--- config.mk ---
export PLATFORM = sky130hd
export DESIGN_NAME = triangle_bbox_scan
export DESIGN_NICKNAME = d
export VERILOG_FILES = /design/src/rtl/triangle_bbox_scan.sv
export SDC_FILE = /design/constraint.sdc
export NUM_CORES = 1
export LEC_CHECK = 0
export CELL_PAD_IN_SITES_DETAIL_PLACEMENT = 0
export CELL_PAD_IN_SITES_GLOBAL_PLACEMENT = 1
export CORE_MARGIN = 2
export CORE_UTILIZATION = 39
export DETAILED_ROUTE_END_ITERATION = 16
export GPL_ROUTABILITY_DRIVEN = 0
export PLACE_DENSITY = 0.8
export SETUP_SLACK_MARGIN = 0.3
export SYNTH_ARGS = -nofsm -noshare
export SYNTH_HDL_FRONTEND = slang
export SYNTH_SLANG_ARGS = --single-unit
--- constraint.sdc ---
create_clock -name clk -period 6.1 [get_ports clk]
set_input_delay 1.22 -clock clk [delete_from_list [all_inputs] [get_ports clk]]
set_output_delay 1.22 -clock clk [all_outputs]
set_load 0.01 [all_outputs]
--- src/rtl/triangle_bbox_scan.sv ---
// Triangle bounding-box scanner. Latches a triangle, computes its screen-clipped
// bounding box, rasters every coordinate of the box out to an external fill test,
// and turns the test's delayed answers into a stream of covered pixels.
//
// state | meaning
// ------+-------------------------------------------------------------
// IDLE  | waiting for a triangle, tri_ready high
// BOUND | one cycle: bounding box computed, off-screen boxes rejected
// SCAN  | one box coordinate presented per cycle in raster order
// DRAIN | waiting for the last coordinate to clear the fill latency
module triangle_bbox_scan #(
    parameter int H_MAX        = 1279,
    parameter int V_MAX        = 719,
    parameter int FILL_LATENCY = 3
) (
    input  logic                    clk,
    input  logic                    rst,
    input  logic                    tri_valid,
    output logic                    tri_ready,
    input  logic [2:0][1:0][10:0]   triangle,
    output logic [2:0][1:0][10:0]   tri_held,
    output logic [10:0]             hcount,
    output logic [10:0]             vcount,
    input  logic                    is_within,
    output logic                    px_valid,
    output logic [10:0]             px_x,
    output logic [10:0]             px_y,
    output logic                    busy,
    output logic                    done
);

    typedef enum logic [1:0] {S_IDLE, S_BOUND, S_SCAN, S_DRAIN} state_t;

    localparam logic [10:0] H_LIM = 11'(H_MAX);
    localparam logic [10:0] V_LIM = 11'(V_MAX);

    state_t state, state_nxt;

    logic [10:0] bx_min, bx_max, by_min, by_max;
    logic [10:0] bx_max_raw, by_max_raw;
    logic        off_screen;
    logic [10:0] xmin_r, xmax_r, ymax_r;
    logic        scan_valid, scan_last;

    logic [FILL_LATENCY-1:0]        dly_valid;
    logic [FILL_LATENCY-1:0]        dly_last;
    logic [FILL_LATENCY-1:0][10:0]  dly_h;
    logic [FILL_LATENCY-1:0][10:0]  dly_v;
    logic                           dly_last_out;

    function automatic logic [10:0] min3(input logic [10:0] a, input logic [10:0] b,
                                         input logic [10:0] c);
        logic [10:0] m;
        m = (a < b) ? a : b;
        return (c < m) ? c : m;
    endfunction

    function automatic logic [10:0] max3(input logic [10:0] a, input logic [10:0] b,
                                         input logic [10:0] c);
        logic [10:0] m;
        m = (a > b) ? a : b;
        return (c > m) ? c : m;
    endfunction

    // Bounding box of the held triangle; maxima clipped to the visible area.
    always_comb begin
        bx_min     = min3(tri_held[0][0], tri_held[1][0], tri_held[2][0]);
        by_min     = min3(tri_held[0][1], tri_held[1][1], tri_held[2][1]);
        bx_max_raw = max3(tri_held[0][0], tri_held[1][0], tri_held[2][0]);
        by_max_raw = max3(tri_held[0][1], tri_held[1][1], tri_held[2][1]);
        bx_max     = (bx_max_raw > H_LIM) ? H_LIM : bx_max_raw;
        by_max     = (by_max_raw > V_LIM) ? V_LIM : by_max_raw;
        off_screen = (bx_min > H_LIM) || (by_min > V_LIM);
    end

    assign scan_valid   = (state == S_SCAN);
    assign scan_last    = scan_valid && (hcount == xmax_r) && (vcount == ymax_r);
    assign dly_last_out = dly_last[FILL_LATENCY-1];

    // State register.
    always_ff @(posedge clk) begin
        if (rst) state <= S_IDLE;
        else     state <= state_nxt;
    end

    // Next-state logic.
    always_comb begin
        state_nxt = state;
        case (state)
            S_IDLE:  if (tri_valid)    state_nxt = S_BOUND;
            S_BOUND: state_nxt = off_screen ? S_IDLE : S_SCAN;
            S_SCAN:  if (scan_last)    state_nxt = S_DRAIN;
            S_DRAIN: if (dly_last_out) state_nxt = S_IDLE;
            default: state_nxt = S_IDLE;
        endcase
    end

    // FSM outputs; done fires on rejection in BOUND or when the last tag emerges.
    always_comb begin
        tri_ready = (state == S_IDLE);
        busy      = (state != S_IDLE);
        done      = ((state == S_BOUND) && off_screen) ||
                    ((state == S_DRAIN) && dly_last_out);
    end

    // Triangle latch, box registers and the raster counters.
    always_ff @(posedge clk) begin
        if (rst) begin
            tri_held <= '0;
            hcount   <= '0;
            vcount   <= '0;
            xmin_r   <= '0;
            xmax_r   <= '0;
            ymax_r   <= '0;
        end else begin
            if (state == S_IDLE && tri_valid) begin
                tri_held <= triangle;
            end
            if (state == S_BOUND && !off_screen) begin
                hcount <= bx_min;
                vcount <= by_min;
                xmin_r <= bx_min;
                xmax_r <= bx_max;
                ymax_r <= by_max;
            end
            // The last coordinate is held rather than wrapped so the counters
            // stay put once scanning ends.
            if (scan_valid && !scan_last) begin
                if (hcount == xmax_r) begin
                    hcount <= xmin_r;
                    vcount <= vcount + 11'd1;
                end else begin
                    hcount <= hcount + 11'd1;
                end
            end
        end
    end

    // Delay line aligning scan coordinates with the fill test's answer.
    always_ff @(posedge clk) begin
        if (rst) begin
            dly_valid <= '0;
            dly_last  <= '0;
            dly_h     <= '0;
            dly_v     <= '0;
        end else begin
            dly_valid[0] <= scan_valid;
            dly_last[0]  <= scan_last;
            dly_h[0]     <= hcount;
            dly_v[0]     <= vcount;
            for (int i = 1; i < FILL_LATENCY; i++) begin
                dly_valid[i] <= dly_valid[i-1];
                dly_last[i]  <= dly_last[i-1];
                dly_h[i]     <= dly_h[i-1];
                dly_v[i]     <= dly_v[i-1];
            end
        end
    end

    assign px_valid = dly_valid[FILL_LATENCY-1] & is_within;
    assign px_x     = dly_h[FILL_LATENCY-1];
    assign px_y     = dly_v[FILL_LATENCY-1];

endmodule

After elaboration in Yosys (flattened, before gate mapping). Index checks and enable logic that the tools add are counted.

Register bits: 195. Bits of input ports: 70. Logic and storage cells: 79.

Add/subtract/negate cells: 2. Magnitude comparators: 12. Eq/ne operators: 8. Muxes and demuxes: 21. Bitwise logic cells: 1. Reductions and logical operators: 15.

Operators by type and width (count): $mux W11 (16); $gt A11 B11 Y1 (4); $lt A11 B11 Y1 (4); $add A11 B1 Y11 const B (2); $eq A11 B11 Y1 (2); $gt A11 B10 Y1 const B (2); $gt A11 B11 Y1 const B (2); $mux W2 (4); $pmux W2 S4 (1); $logic_and A1 B1 Y1 (7); $eq A2 B2 Y1 const B (2); $ne A2 B2 Y1 const B (2); $reduce_bool A2 Y1 (2); $reduce_and A3 Y1 (1); $eq A2 B1 Y1 const B (1); $logic_not A1 Y1 (2); $logic_not A2 Y1 (1); $logic_or A1 B1 Y1 (2); $ne A2 B1 Y1 const B (1); $and A1 B1 Y1 (1).

Logic depth before layout (Yosys ltp).
Depth after elaboration: 11. Mapped depth: 20.

Worst setup path after synthesis. OpenSTA, ideal clock, no wires.

Kind: reg-to-output. Start point: reg tri_held[30] (netlist name). End point: out done. Data arrival time: 4.018 ns. Path slack: 0.862 ns. Stages on the path, launching flop included: 16. Path buffers: 1. Cells stage by stage: dfxtp_1 -> inv_1 -> ha_1 -> a211oi_2 -> o22ai_1 -> nor4_1 -> clkbuf_1 -> mux2i_1 -> ha_1 -> a211oi_1 -> o21ai_0 -> a21o_1 -> or3b_2 -> or3_4 -> o2111ai_1 -> o211a_1.

Word-level cells in the longest chain between the ends: 8.

RTL lines: start: declaration (line 21) `output logic [2:0][1:0][10:0] tri_held,`; start signal: assignment (line 117) `tri_held <= triangle;`; $lt A11 B11 Y1 (line 54) `m = (a < b) ? a : b;`; $mux W11 (*) (line 54); $lt A11 B11 Y1 (line 55) `return (c < m) ? c : m;`; $mux W11 (*) (line 55); $gt A11 B11 Y1 (*) (line 73) `off_screen = (bx_min > H_LIM) || (by_min > V_LIM);`; $logic_or A1 B1 Y1 (*) (line 73); $logic_and A1 B1 Y1 (*) (line 102) `done = ((state == S_BOUND) && off_screen) ||`; $logic_or A1 B1 Y1 (*) (line 102); end: declaration (line 29) `output logic done`.

Every way passes the cells marked *; elsewhere a longest branch is shown, timed or not.

Final worst setup path.
Start point: reg tri_held[32] (netlist name). End point: out done.

Same word-level chain as after synthesis.

==> metrics.txt <==
# TYPE chip_impl_metric gauge
chip_impl_metric{name="yosysUniqueCellTypes",unit=""} 68
chip_impl_metric{name="synthCells",unit=""} 1196
chip_impl_metric{name="finalCoreUtilization",unit=""} 0.514
chip_impl_metric{name="power_leakage",unit="nW"} 4.94
chip_impl_metric{name="antennaDiodeCount",unit=""} 0
chip_impl_metric{name="detail_route.vias_per_cell",unit=""} 5.18
chip_impl_metric{name="dr_total_vias",unit=""} 8844
chip_impl_metric{name="critPathRequiredTime",unit="ns"} 4.88
chip_impl_info{name="synth.top_cells.by_count",value="198 x sky130_fd_sc_hd__nand2_1, 195 x sky130_fd_sc_hd__dfxtp_1, 140 x sky130_fd_sc_hd__a21oi_1"} 1
chip_impl_info{name="synth_area_leaders",value="sky130_fd_sc_hd__dfxtp_1 39%, sky130_fd_sc_hd__ha_1 8.3%, sky130_fd_sc_hd__nand2_1 7.5%"} 1
chip_impl_metric{name="worst-slew-pin-transition",unit="ns"} 0.960
chip_impl_metric{name="netlist.area_leader.share",unit=""} 0.393
chip_impl_metric{name="clock_path_buffers",unit=""} 2
chip_impl_info{name="ys_dominant_reg_cell",value="sky130_fd_sc_hd__dfxtp_1"} 1
chip_impl_metric{name="globalRoute.totalOverflow",unit=""} 0
chip_impl_metric{name="worstPathArrival",unit="ns"} 4.40
chip_impl_metric{name="clkTransAtPathRegs",unit="ns"} 0.08
chip_impl_metric{name="dieHeight",unit="um"} 164
chip_impl_metric{name="detail_route.wirelength",unit="um"} 27800
chip_impl_info{name="cts_tree",value="yes"} 1
chip_impl_metric{name="syn-num-nets",unit=""} 1332
chip_impl_metric{name="route.antenna.remaining_nets",unit=""} 0
chip_impl_metric{name="drt_drc_violations_left",unit=""} 0
chip_impl_metric{name="largest_fanout_on_the_critical_path",unit=""} 4
chip_impl_metric{name="vdd_ir_drop_max",unit="V"} 0.000200
chip_impl_metric{name="coreArea",unit="sq um"} 25100
chip_impl_metric{name="max-slew-margin-rel",unit=""} 0.358
chip_impl_info{name="critical_path.endpoint_type",value="output port"} 1
chip_impl_metric{name="dp_hpwl",unit="um"} 20000
chip_impl_metric{name="layout-drive-gt1-share",unit=""} 0.0988
chip_impl_metric{name="initial_core_util",unit=""} 0.396
chip_impl_metric{name="yosysWarningCount",unit=""} 0
chip_impl_metric{name="numCtsBuffers",unit=""} 17
chip_impl_metric{name="cts_max_level",unit=""} 4
chip_impl_metric{name="post_synth_instance_area",unit="sq um"} 9940
chip_impl_metric{name="maxCapViolCount",unit=""} 0
chip_impl_metric{name="chipWidth",unit="um"} 164
chip_impl_info{name="criticalPathCategory",value="register to output port"} 1
chip_impl_metric{name="num_io_pins",unit=""} 184
chip_impl_metric{name="seq_area_frac_synth",unit=""} 0.393
chip_impl_metric{name="areaGrowthSynthToFinish",unit="%"} 29.8
chip_impl_metric{name="nets",unit=""} 1499
chip_impl_metric{name="grt_pass1_wl",unit="um"} 43300
chip_impl_metric{name="track_usage",unit=""} 0.204
chip_impl_info{name="rsz0062_at_grt",value="no"} 1
chip_impl_metric{name="synth_edf_count",unit=""} 0
chip_impl_info{name="cts_root_buffer",value="sky130_fd_sc_hd__clkbuf_16"} 1
chip_impl_metric{name="clock_insertion_delay_worst_skew",unit="ns"} 0.44
chip_impl_info{name="run_status",value="finished clean"} 1
chip_impl_metric{name="dr.pass1.iters",unit=""} 6
chip_impl_metric{name="grt_start_max_net_pins",unit=""} 107
chip_impl_info{name="synthDominantAreaCellType",value="sky130_fd_sc_hd__dfxtp_1"} 1
chip_impl_metric{name="period_needed",unit="ns"} 5.62
chip_impl_metric{name="max_freq",unit="GHz"} 0.178
chip_impl_metric{name="number_of_antenna_violations_at_the_first_check_in_global_routing",unit=""} 0
chip_impl_metric{name="count_of_port_buffers_added_during_placement",unit=""} 183
chip_impl_metric{name="fin_worst_skew",unit="ns"} 0.0141
chip_impl_metric{name="async_reset_ff_frac",unit=""} 0
chip_impl_metric{name="route.detailed.wl_per_inst",unit="um"} 16.3
chip_impl_metric{name="first_global_vias",unit=""} 8095
chip_impl_metric{name="slew_violations",unit=""} 0
chip_impl_metric{name="power.density_cell_area",unit="nW/um^2"} 381
chip_impl_info{name="hp-class",value="register to register"} 1
chip_impl_metric{name="drt_first_iter_violations",unit=""} 688
chip_impl_metric{name="ys_seq_elements",unit=""} 195
chip_impl_metric{name="synth_area_per_cell",unit="sq um"} 8.31
chip_impl_metric{name="numClockSinks",unit=""} 195
chip_impl_metric{name="report.final.setup_viol",unit=""} 0
chip_impl_metric{name="postCtsHoldBufs",unit=""} 0
chip_impl_metric{name="timing_hold_violations_final",unit=""} 0
chip_impl_metric{name="std_cell_rows",unit=""} 58
chip_impl_info{name="synth_most_common_cell",value="sky130_fd_sc_hd__nand2_1"} 1
chip_impl_info{name="worstSetupStartpointType",value="register"} 1
chip_impl_metric{name="timing.hold.ws",unit="ns"} 0.435
chip_impl_metric{name="dieArea",unit="sq um"} 26800
chip_impl_metric{name="crit_share_post_route",unit=""} 0.921
==> routing by layer <==
metal / up-vias / wire length (um) / GRT usage
met5: - / 0 / 0
met2: 256 / 11800 / 0.301
met4: 0 / 263 / 0.0530
met1: 4057 / 14000 / 0.299
met3: 21 / 1720 / 0.0457
li1: 4510 / - / -
==> per-stage QoR <==
| step | setup slack, ns | TNS (ns) | std cells | total power [W] | area (sq um) |
|---|---|---|---|---|---|
| after global routing | 0.284 | 0 | 1706 | 0.00525 | 12900 |
| final | 0.483 | 0 | 1706 | 0.00492 | 12900 |
| after global placement | 0.00152 | 0 | 1665 | 0.00363 | 12100 |
| after floorplan | 0.862 | 0 | 1196 | 0.00301 | 9940 |
| after detailed placement | -0.0271 | -0.0271 | 1665 | 0.00366 | 12100 |
| after CTS | 0.341 | 0 | 1700 | 0.00485 | 12800 |
==> layout by cell type, fill, tap and decap left out, types with 16 or more instances in the layout <==
master and instances:
sky130_fd_sc_hd__nand2_1 197, sky130_fd_sc_hd__dfxtp_1 189, sky130_fd_sc_hd__clkdlybuf4s50_1 181, sky130_fd_sc_hd__a21oi_1 136, sky130_fd_sc_hd__nor2_1 73, sky130_fd_sc_hd__nor2b_1 72
sky130_fd_sc_hd__ha_1 66, sky130_fd_sc_hd__buf_4 52, sky130_fd_sc_hd__inv_1 43, sky130_fd_sc_hd__nand3_1 29, sky130_fd_sc_hd__o21ai_0 27, sky130_fd_sc_hd__mux2i_1 19
sky130_fd_sc_hd__o211ai_1 18, sky130_fd_sc_hd__xnor2_1 17, sky130_fd_sc_hd__clkbuf_16 17, sky130_fd_sc_hd__nor3_1 16
==> power breakdown <==
group	total, W	internal (W)	switching [W]
combinational	0.00215	0.000923	0.00122
sequential	0.00161	0.00143	0.000180
clock	0.00116	0.000602	0.000562
==> flip-flops by register name, indices dropped and copies added (netlist names), named ones only <==
signal	flops
px_y	11
state	1
xmax_r	11
ymax_r	11
dly_v	22
px_x	11
dly_h	22
hcount	11
vcount	11
tri_held	66
xmin_r	11
dly_last	3
dly_valid	3
==> area by class of cell <==
type                       count  area (sq um)
inverter                      43           161
sequential                   195          3910
fill                        2428         12200
timing repair buffer         236          2230
tap                          330           413
clock buffer                  18           439
multi-input combinational    870          5570
clock inverter                14           184
==> final timing paths <==
check / from / to / slack [ns] / cells past startpoint
setup reg to reg: tri_held[38] / ymax_r[7] / 0.90 / 19
hold / removal: dly_h[2] / dly_h[13] / 0.44 / 1
setup / recovery: tri_held[32] / done / 0.48 / 17
hold reg to reg: dly_h[2] / dly_h[13] / 0.44 / 1
==> timing repair <==
action	in CTS	in global routing
endpoints found under the setup margin	1	10
pin swaps	3	7
gates resized for setup	8	28
buffers inserted	3	5
cloned	0	1
==> critical path: stages, from the launching register on <==
cell	delay (ns)
sky130_fd_sc_hd__dfxtp_1	0.33
sky130_fd_sc_hd__inv_1	0.05
sky130_fd_sc_hd__ha_1	0.28
sky130_fd_sc_hd__nand4_1	0.16
sky130_fd_sc_hd__buf_4	0.19
sky130_fd_sc_hd__a2111oi_4	0.42
sky130_fd_sc_hd__nor4_4	0.12
sky130_fd_sc_hd__buf_4	0.19
sky130_fd_sc_hd__mux2i_4	0.19
sky130_fd_sc_hd__ha_1	0.31
sky130_fd_sc_hd__a21o_1	0.16
sky130_fd_sc_hd__a21oi_1	0.17
sky130_fd_sc_hd__inv_1	0.11
sky130_fd_sc_hd__or3b_4	0.43
sky130_fd_sc_hd__or3_4	0.41
sky130_fd_sc_hd__o2111ai_1	0.09
sky130_fd_sc_hd__o211a_1	0.17
sky130_fd_sc_hd__buf_2	0.17
==> cells by family after synthesis <==
group,synth area share
compound gates,0.192
xor+xnor,0.0273
fa+ha+maj,0.0831
buf+inv,0.0628
flops,0.393
mux,0.0335
simple gates,0.209
(Power assumes the default switching activity.)
